**src/rtl/uart_tx_fifo_engine.sv**
```systemverilog
// UART transmit path: byte FIFO drained by a start/data/parity/stop serializer.
// Bit timing comes from a shared 16x baud tick.
module uart_tx_fifo_engine #(
  parameter int unsigned FIFO_DEPTH_LOG2 = 4
) (
  input  logic                       clock,
  input  logic                       reset,
  input  logic                       fifoWe,
  input  logic [7:0]                 dataIn,
  input  logic                       fifoClear,
  input  logic                       baudTickX16,
  input  logic [1:0]                 nrOfDataBits,
  input  logic                       parityEnable,
  input  logic                       evenParity,
  input  logic                       stickParity,
  input  logic                       twoStopBits,
  input  logic                       sendBreak,
  output logic                       fifoFull,
  output logic                       fifoEmpty,
  output logic [FIFO_DEPTH_LOG2:0]   nrOfEntries,
  output logic                       writeError,
  output logic                       busy,
  output logic                       txd
);

  localparam int unsigned DEPTH = 1 << FIFO_DEPTH_LOG2;
  localparam logic [FIFO_DEPTH_LOG2:0] FULL_CNT = {1'b1, {FIFO_DEPTH_LOG2{1'b0}}};

  typedef enum logic [2:0] {
    IDLE,
    START,
    DATA,
    PARITY,
    STOP1,
    STOP2
  } state_t;

  logic [7:0]                 r_mem [DEPTH];
  logic [FIFO_DEPTH_LOG2-1:0] r_wrPtr;
  logic [FIFO_DEPTH_LOG2-1:0] r_rdPtr;
  logic [FIFO_DEPTH_LOG2:0]   r_count;
  logic [FIFO_DEPTH_LOG2:0]   w_countNext;
  logic                       r_full;
  logic                       r_empty;
  logic                       r_writeError;
  logic                       w_push;
  logic                       w_pop;

  state_t                     r_state;
  state_t                     w_stateNext;
  logic [3:0]                 r_tickCnt;
  logic [2:0]                 r_bitCnt;
  logic [7:0]                 r_shift;
  logic [1:0]                 r_nBits;
  logic                       r_parEn;
  logic                       r_twoStop;
  logic                       r_parityBit;
  logic                       r_txd;

  logic                       w_bitEnd;
  logic                       w_txdNext;
  logic [7:0]                 w_head;
  logic [7:0]                 w_headMask;
  logic                       w_headParity;
  logic [2:0]                 w_lastBit;

  assign w_head    = r_mem[r_rdPtr];
  // A write into a full FIFO still lands when the serializer pops in the same cycle.
  assign w_push    = fifoWe & (~r_full | w_pop);
  assign w_bitEnd  = baudTickX16 && (r_tickCnt == 4'd15);
  assign w_lastBit = 3'd4 + {1'b0, r_nBits};

  always_comb begin
    w_countNext = r_count;
    case ({w_push, w_pop})
      2'b10:   w_countNext = r_count + 1'b1;
      2'b01:   w_countNext = r_count - 1'b1;
      default: w_countNext = r_count;
    endcase
  end

  always_ff @(posedge clock) begin
    if (w_push && !fifoClear) begin
      r_mem[r_wrPtr] <= dataIn;
    end
  end

  always_ff @(posedge clock or negedge reset) begin
    if (!reset) begin
      r_wrPtr      <= '0;
      r_rdPtr      <= '0;
      r_count      <= '0;
      r_full       <= 1'b0;
      r_empty      <= 1'b1;
      r_writeError <= 1'b0;
    end else begin
      r_writeError <= fifoWe & r_full & ~w_pop & ~fifoClear;
      if (fifoClear) begin
        r_wrPtr <= '0;
        r_rdPtr <= '0;
        r_count <= '0;
        r_full  <= 1'b0;
        r_empty <= 1'b1;
      end else begin
        if (w_push) r_wrPtr <= r_wrPtr + 1'b1;
        if (w_pop)  r_rdPtr <= r_rdPtr + 1'b1;
        r_count <= w_countNext;
        r_full  <= (w_countNext == FULL_CNT);
        r_empty <= (w_countNext == '0);
      end
    end
  end

  always_comb begin
    w_headMask = 8'hFF;
    case (nrOfDataBits)
      2'b00:   w_headMask = 8'h1F;
      2'b01:   w_headMask = 8'h3F;
      2'b10:   w_headMask = 8'h7F;
      default: w_headMask = 8'hFF;
    endcase
  end

  assign w_headParity = stickParity ? ~evenParity
                                    : (^(w_head & w_headMask)) ^ ~evenParity;

  always_comb begin
    w_stateNext = r_state;
    w_pop       = 1'b0;
    w_txdNext   = 1'b1;
    case (r_state)
      IDLE: begin
        if (!r_empty) begin
          w_pop       = 1'b1;
          w_stateNext = START;
        end
      end
      START: begin
        w_txdNext = 1'b0;
        if (w_bitEnd) w_stateNext = DATA;
      end
      DATA: begin
        w_txdNext = r_shift[0];
        if (w_bitEnd && (r_bitCnt == w_lastBit)) begin
          w_stateNext = r_parEn ? PARITY : STOP1;
        end
      end
      PARITY: begin
        w_txdNext = r_parityBit;
        if (w_bitEnd) w_stateNext = STOP1;
      end
      STOP1: begin
        if (w_bitEnd) begin
          if (r_twoStop) begin
            w_stateNext = STOP2;
          end else if (!r_empty) begin
            w_pop       = 1'b1;
            w_stateNext = START;
          end else begin
            w_stateNext = IDLE;
          end
        end
      end
      STOP2: begin
        if (w_bitEnd) begin
          if (!r_empty) begin
            w_pop       = 1'b1;
            w_stateNext = START;
          end else begin
            w_stateNext = IDLE;
          end
        end
      end
      default: w_stateNext = IDLE;
    endcase
  end

  always_ff @(posedge clock or negedge reset) begin
    if (!reset) begin
      r_state <= IDLE;
    end else begin
      r_state <= w_stateNext;
    end
  end

  // txd is registered from the current state, so it trails the state by one cycle
  // uniformly; every bit therefore still spans exactly 16 ticks.
  always_ff @(posedge clock or negedge reset) begin
    if (!reset) begin
      r_tickCnt   <= '0;
      r_bitCnt    <= '0;
      r_shift     <= '0;
      r_nBits     <= '0;
      r_parEn     <= 1'b0;
      r_twoStop   <= 1'b0;
      r_parityBit <= 1'b0;
      r_txd       <= 1'b1;
    end else begin
      r_txd <= w_txdNext;
      if (w_pop) begin
        r_shift     <= w_head;
        r_nBits     <= nrOfDataBits;
        r_parEn     <= parityEnable;
        r_twoStop   <= twoStopBits;
        r_parityBit <= w_headParity;
        r_tickCnt   <= '0;
        r_bitCnt    <= '0;
      end else if ((r_state != IDLE) && baudTickX16) begin
        r_tickCnt <= r_tickCnt + 1'b1;
        if ((r_state == DATA) && w_bitEnd) begin
          r_shift  <= r_shift >> 1;
          r_bitCnt <= r_bitCnt + 1'b1;
        end
      end
    end
  end

  assign fifoFull    = r_full;
  assign fifoEmpty   = r_empty;
  assign nrOfEntries = r_count;
  assign writeError  = r_writeError;
  assign busy        = ~r_empty | (r_state != IDLE);
  assign txd         = r_txd & ~sendBreak;

endmodule
```
**config.mk**
```make
export PLATFORM = sky130hd
export DESIGN_NAME = uart_tx_fifo_engine
export DESIGN_NICKNAME = d
export VERILOG_FILES = /design/src/rtl/uart_tx_fifo_engine.sv
export SDC_FILE = /design/constraint.sdc
export NUM_CORES = 1
export LEC_CHECK = 0
export CAP_MARGIN = 0
export CORE_UTILIZATION = 56
export CTS_BUF_LIST = sky130_fd_sc_hd__clkbuf_8
export CTS_CLUSTER_SIZE = 16
export DETAILED_ROUTE_END_ITERATION = 7
export GPL_TIMING_DRIVEN = 0
export PLACE_DENSITY = 0.74
export SYNTH_ARGS = -nofsm -noshare
export SYNTH_HDL_FRONTEND = slang
export SYNTH_SLANG_ARGS = --single-unit
```
**constraint.sdc**
```tcl
create_clock -name clock -period 5.47 [get_ports clock]
set_input_delay 1.094 -clock clock [delete_from_list [all_inputs] [get_ports clock]]
set_output_delay 1.094 -clock clock [all_outputs]
set_load 0.01 [all_outputs]
```
==> flow_metrics.py, run 1 <==
metrics = {
    "setup_path": {
        "end_kind": "flip-flop",
        "cp_max_fo": 19,
        "path_class": "primary input to flip-flop",
        "startpoint_type": "primary input",
        "crit_arrival_ns": 5.22,
        "cp.required_ns": 5.86,
    },
    "timing": {
        "tightest_slew_ns": 1.37,
        "setup_viol": 0,
        "fmax_mhz": 207,
        "rsz0062_at_grt": "false",
        "slew_headroom_pct": 8.16,
        "period_minus_slack_ns": 4.83,
        "skew_ns": 0.0136,
        "drv_slew": 0,
        "fin_crit_sh_pct": 88.4,
        "hold_violations": 0,
    },
    "layout": {
        "multi_input_area_um2": 2220,
        "synthToLayoutAreaGrowth_pct": 12.1,
        "final_cells": 694,
        "regArea_um2": 4850,
        "fin_nets": 539,
        "design_area_um2": 8130,
        "num_antenna_cells": 0,
        "nFillCells": 951,
        "drive_above_1_share_pct": 15.5,
    },
    "synthesis": {
        "syn-instance-count": 463,
        "avgSynthCellArea_um2": 15.7,
        "syn_area_um2": 7250,
        "synth-seq-cells": 168,
        "yosys.area.top_type_share_pct": 53.0,
        "synthTopCellsByCount": "128 x edfxtp_1, 40 x nor2_1, 38 x dfrtp_1",
        "synth_area_leader_cell": "edfxtp_1",
        "synth-edff-count": 128,
        "ys_seq_area_share_pct": 66.8,
        "ys_top_cells_by_area": "edfxtp_1 53%, dfrtp_1 13%, mux4_2 9.9%, nor2_1 2.1%, ha_1 1.7%",
        "async_reset_ff_share_pct": 23.8,
        "yosys_warnings": 0,
        "ys.flop_type": "edfxtp_1",
        "synth.most_common_cell": "edfxtp_1",
        "ys_types": 55,
        "synth_nets": 493,
    },
    "cts": {
        "cts.sinks": 168,
        "hold_buffers": 0,
        "cts_buffer_depth": 2,
        "cts-buffers-inserted": 17,
        "insertion_delay_ns": 0.46,
        "cts_setup_buffers": 0,
        "h-tree-depth": 4,
        "clock-root-buffer": "clkbuf_8",
        "cts-resized-gates": 0,
        "path_clk_slew_ns": 0.09,
        "cts_tree": "yes",
    },
    "placement": {
        "dp_hpwl_mm": 9.27,
        "placed_cells": 663,
        "globalplace.congestion": 0.823,
        "port-buffer-count": 28,
        "postPlaceCellArea_um2": 7740,
    },
    "global_route": {
        "grtUsageTotal_pct": 22.7,
        "grt_pass1_vias": 3942,
        "grt_pass1_wl_mm": 21.4,
        "antenna_found_initial": 0,
        "overflow": 0,
        "grt_max_degree": 41,
    },
    "route": {
        "firstDrtPassIters": 5,
        "vias": 3993,
        "drc": 0,
        "finalWirelength_mm": 13.7,
        "drt.antenna.violating_nets": 0,
        "dr.max_layer_used": "met4",
        "route.met3.wl_um": 829,
        "viasPerCell": 5.75,
        "post_drt_wl_per_cell_um": 19.7,
        "route.met2.wl_mm": 6.78,
        "dr.first_iter.drc_count": 302,
        "drt-met1-wl_mm": 5.90,
    },
    "job": {
        "maxCapViolations": 0,
    },
    "die": {
        "io_pins": 30,
        "die_h_um": 116,
        "chipWidth_um": 116,
        "die_area_um2": 13400,
        "fp-row-count": 41,
        "start_util_pct": 57.5,
        "coreArea_um2": 12600,
    },
    "pwr": {
        "p_leak_uw": 0.00283,
        "peakVddDrop_mv": 0.262,
        "powerDensity_nw_per_um2": 401,
    },
    "status": {
        "outcome": "finished, final reports clean",
    },
    "hold_path": {
        "min_path_type": "flip-flop to flip-flop",
    },
}
-- cell type report --
cell class,count,share of cell area [%]
flip-flops and latches,168,59.6
multi-input cells,258,27.3
repair buffers,28,3.38
clock buffers,17,2.88
well taps,172,2.65
clock inverters,15,1.91
plain buffers,25,1.77
inverters,11,0.508
-- power breakdown --
group	leakage [µW]	internal, µW	switching, µW
registers	0.00167	1480	74.4
clock network	0.000192	407	455
logic	0.000969	413	427
-- placed cells by master (no fill, tap or decap), types with 7 or more instances in the layout --
cell / netlist / routed
clkbuf_1: 13 / 12
dfrtp_1: 38 / 38
mux2i_1: 11 / 11
nor3_1: 7 / 7
clkdlybuf4s50_1: 0 / 27
o21ai_1: 11 / 11
mux4_2: 32 / 32
xnor2_1: 9 / 9
nor2_1: 40 / 40
ha_1: 10 / 10
a21oi_1: 12 / 12
clkbuf_8: 0 / 17
xor2_1: 13 / 13
inv_1: 10 / 12
edfxtp_1: 128 / 128
nand2_1: 32 / 32
-- registers in the layout, summed over array words and instances, names as in the netlist, 2 cells and up --
signal / count
r_mem: 128
r_bitCnt: 3
r_state: 3
r_wrPtr: 4
r_rdPtr: 4
nrOfEntries: 5
r_nBits: 2
r_shift: 8
r_tickCnt: 4
-- cells by family after synthesis --
| group | Yosys count | share of synthesized area [%] |
|---|---|---|
| flops | 168 | 66.8 |
| simple gates | 114 | 7.33 |
| compound gates | 59 | 5.33 |
| mux | 51 | 13.1 |
| buf+inv | 37 | 2.59 |
| xor+xnor | 24 | 3.10 |
| fa+ha+maj | 10 | 1.72 |
-- critical path, cell delays in order --
cell and delay [ns]:
clkdlybuf4s50_1 0.48, and4_1 0.28, o21ai_1 0.09, a2111oi_1 0.57, buf_2 0.44, nand2b_1 0.25
nand2_1 0.18, ha_1 0.22, clkbuf_1 0.18, xor2_1 0.19, ha_1 0.23, inv_1 0.05
o21ai_0 0.17, a21oi_1 0.10, a211oi_1 0.22, nor2_1 0.08, xnor2_1 0.19, nor2_1 0.07
a21oi_1 0.14
-- stage by stage --
step                utilization [%]  setup WS, ns  power (µW)  hold WS, ns  setup TNS [ns]
floorplan                         -         0.999        2200        0.480               0
global placement               61.4        -0.383        2400        0.500           -1.07
detailed placement             61.4        -0.449        2430        0.500           -1.33
CTS                            64.5        0.0468        3280        0.519               0
global route                   64.4         0.186        3420        0.552               0
finish                         64.4         0.636        3260        0.518               0
-- path summary, 6_finish.rpt --
kind / end / cells past startpoint / startpoint / slack, ns
max in group asynchronous: r_shift[7]$_DFFE_PN0P_ / 1 / reset / 4.16
worst max-delay path: fifoEmpty$_DFF_PN1_ / 19 / baudTickX16 / 0.64
min in group asynchronous: r_state[0]$_DFFE_PN0P_ / 1 / reset / 0.75
worst min-delay path: r_nBits[0]$_DFFE_PN0N_ / 1 / r_nBits[0]$_DFFE_PN0N_ / 0.52
worst max register to register: fifoEmpty$_DFF_PN1_ / 19 / r_tickCnt[0]$_DFFE_PN0P_ / 1.19
worst min register to register: r_nBits[0]$_DFFE_PN0N_ / 1 / r_nBits[0]$_DFFE_PN0N_ / 0.52
-- routing by layer --
layer	GRT usage [%]	vias up
li1	-	1856
met1	31.1	2004
met2	35.3	116
met3	6.22	17
met4	8.29	0
met5	0	-
No activity file was read; power rests on OpenSTA's default activity.
==> run 2, diff against run 1 <==
SKIP_CTS_REPAIR_TIMING = 1   (was default)
==> results of run 2 <==
No change in the layout: final DEF, timing and power equal those of run 1.
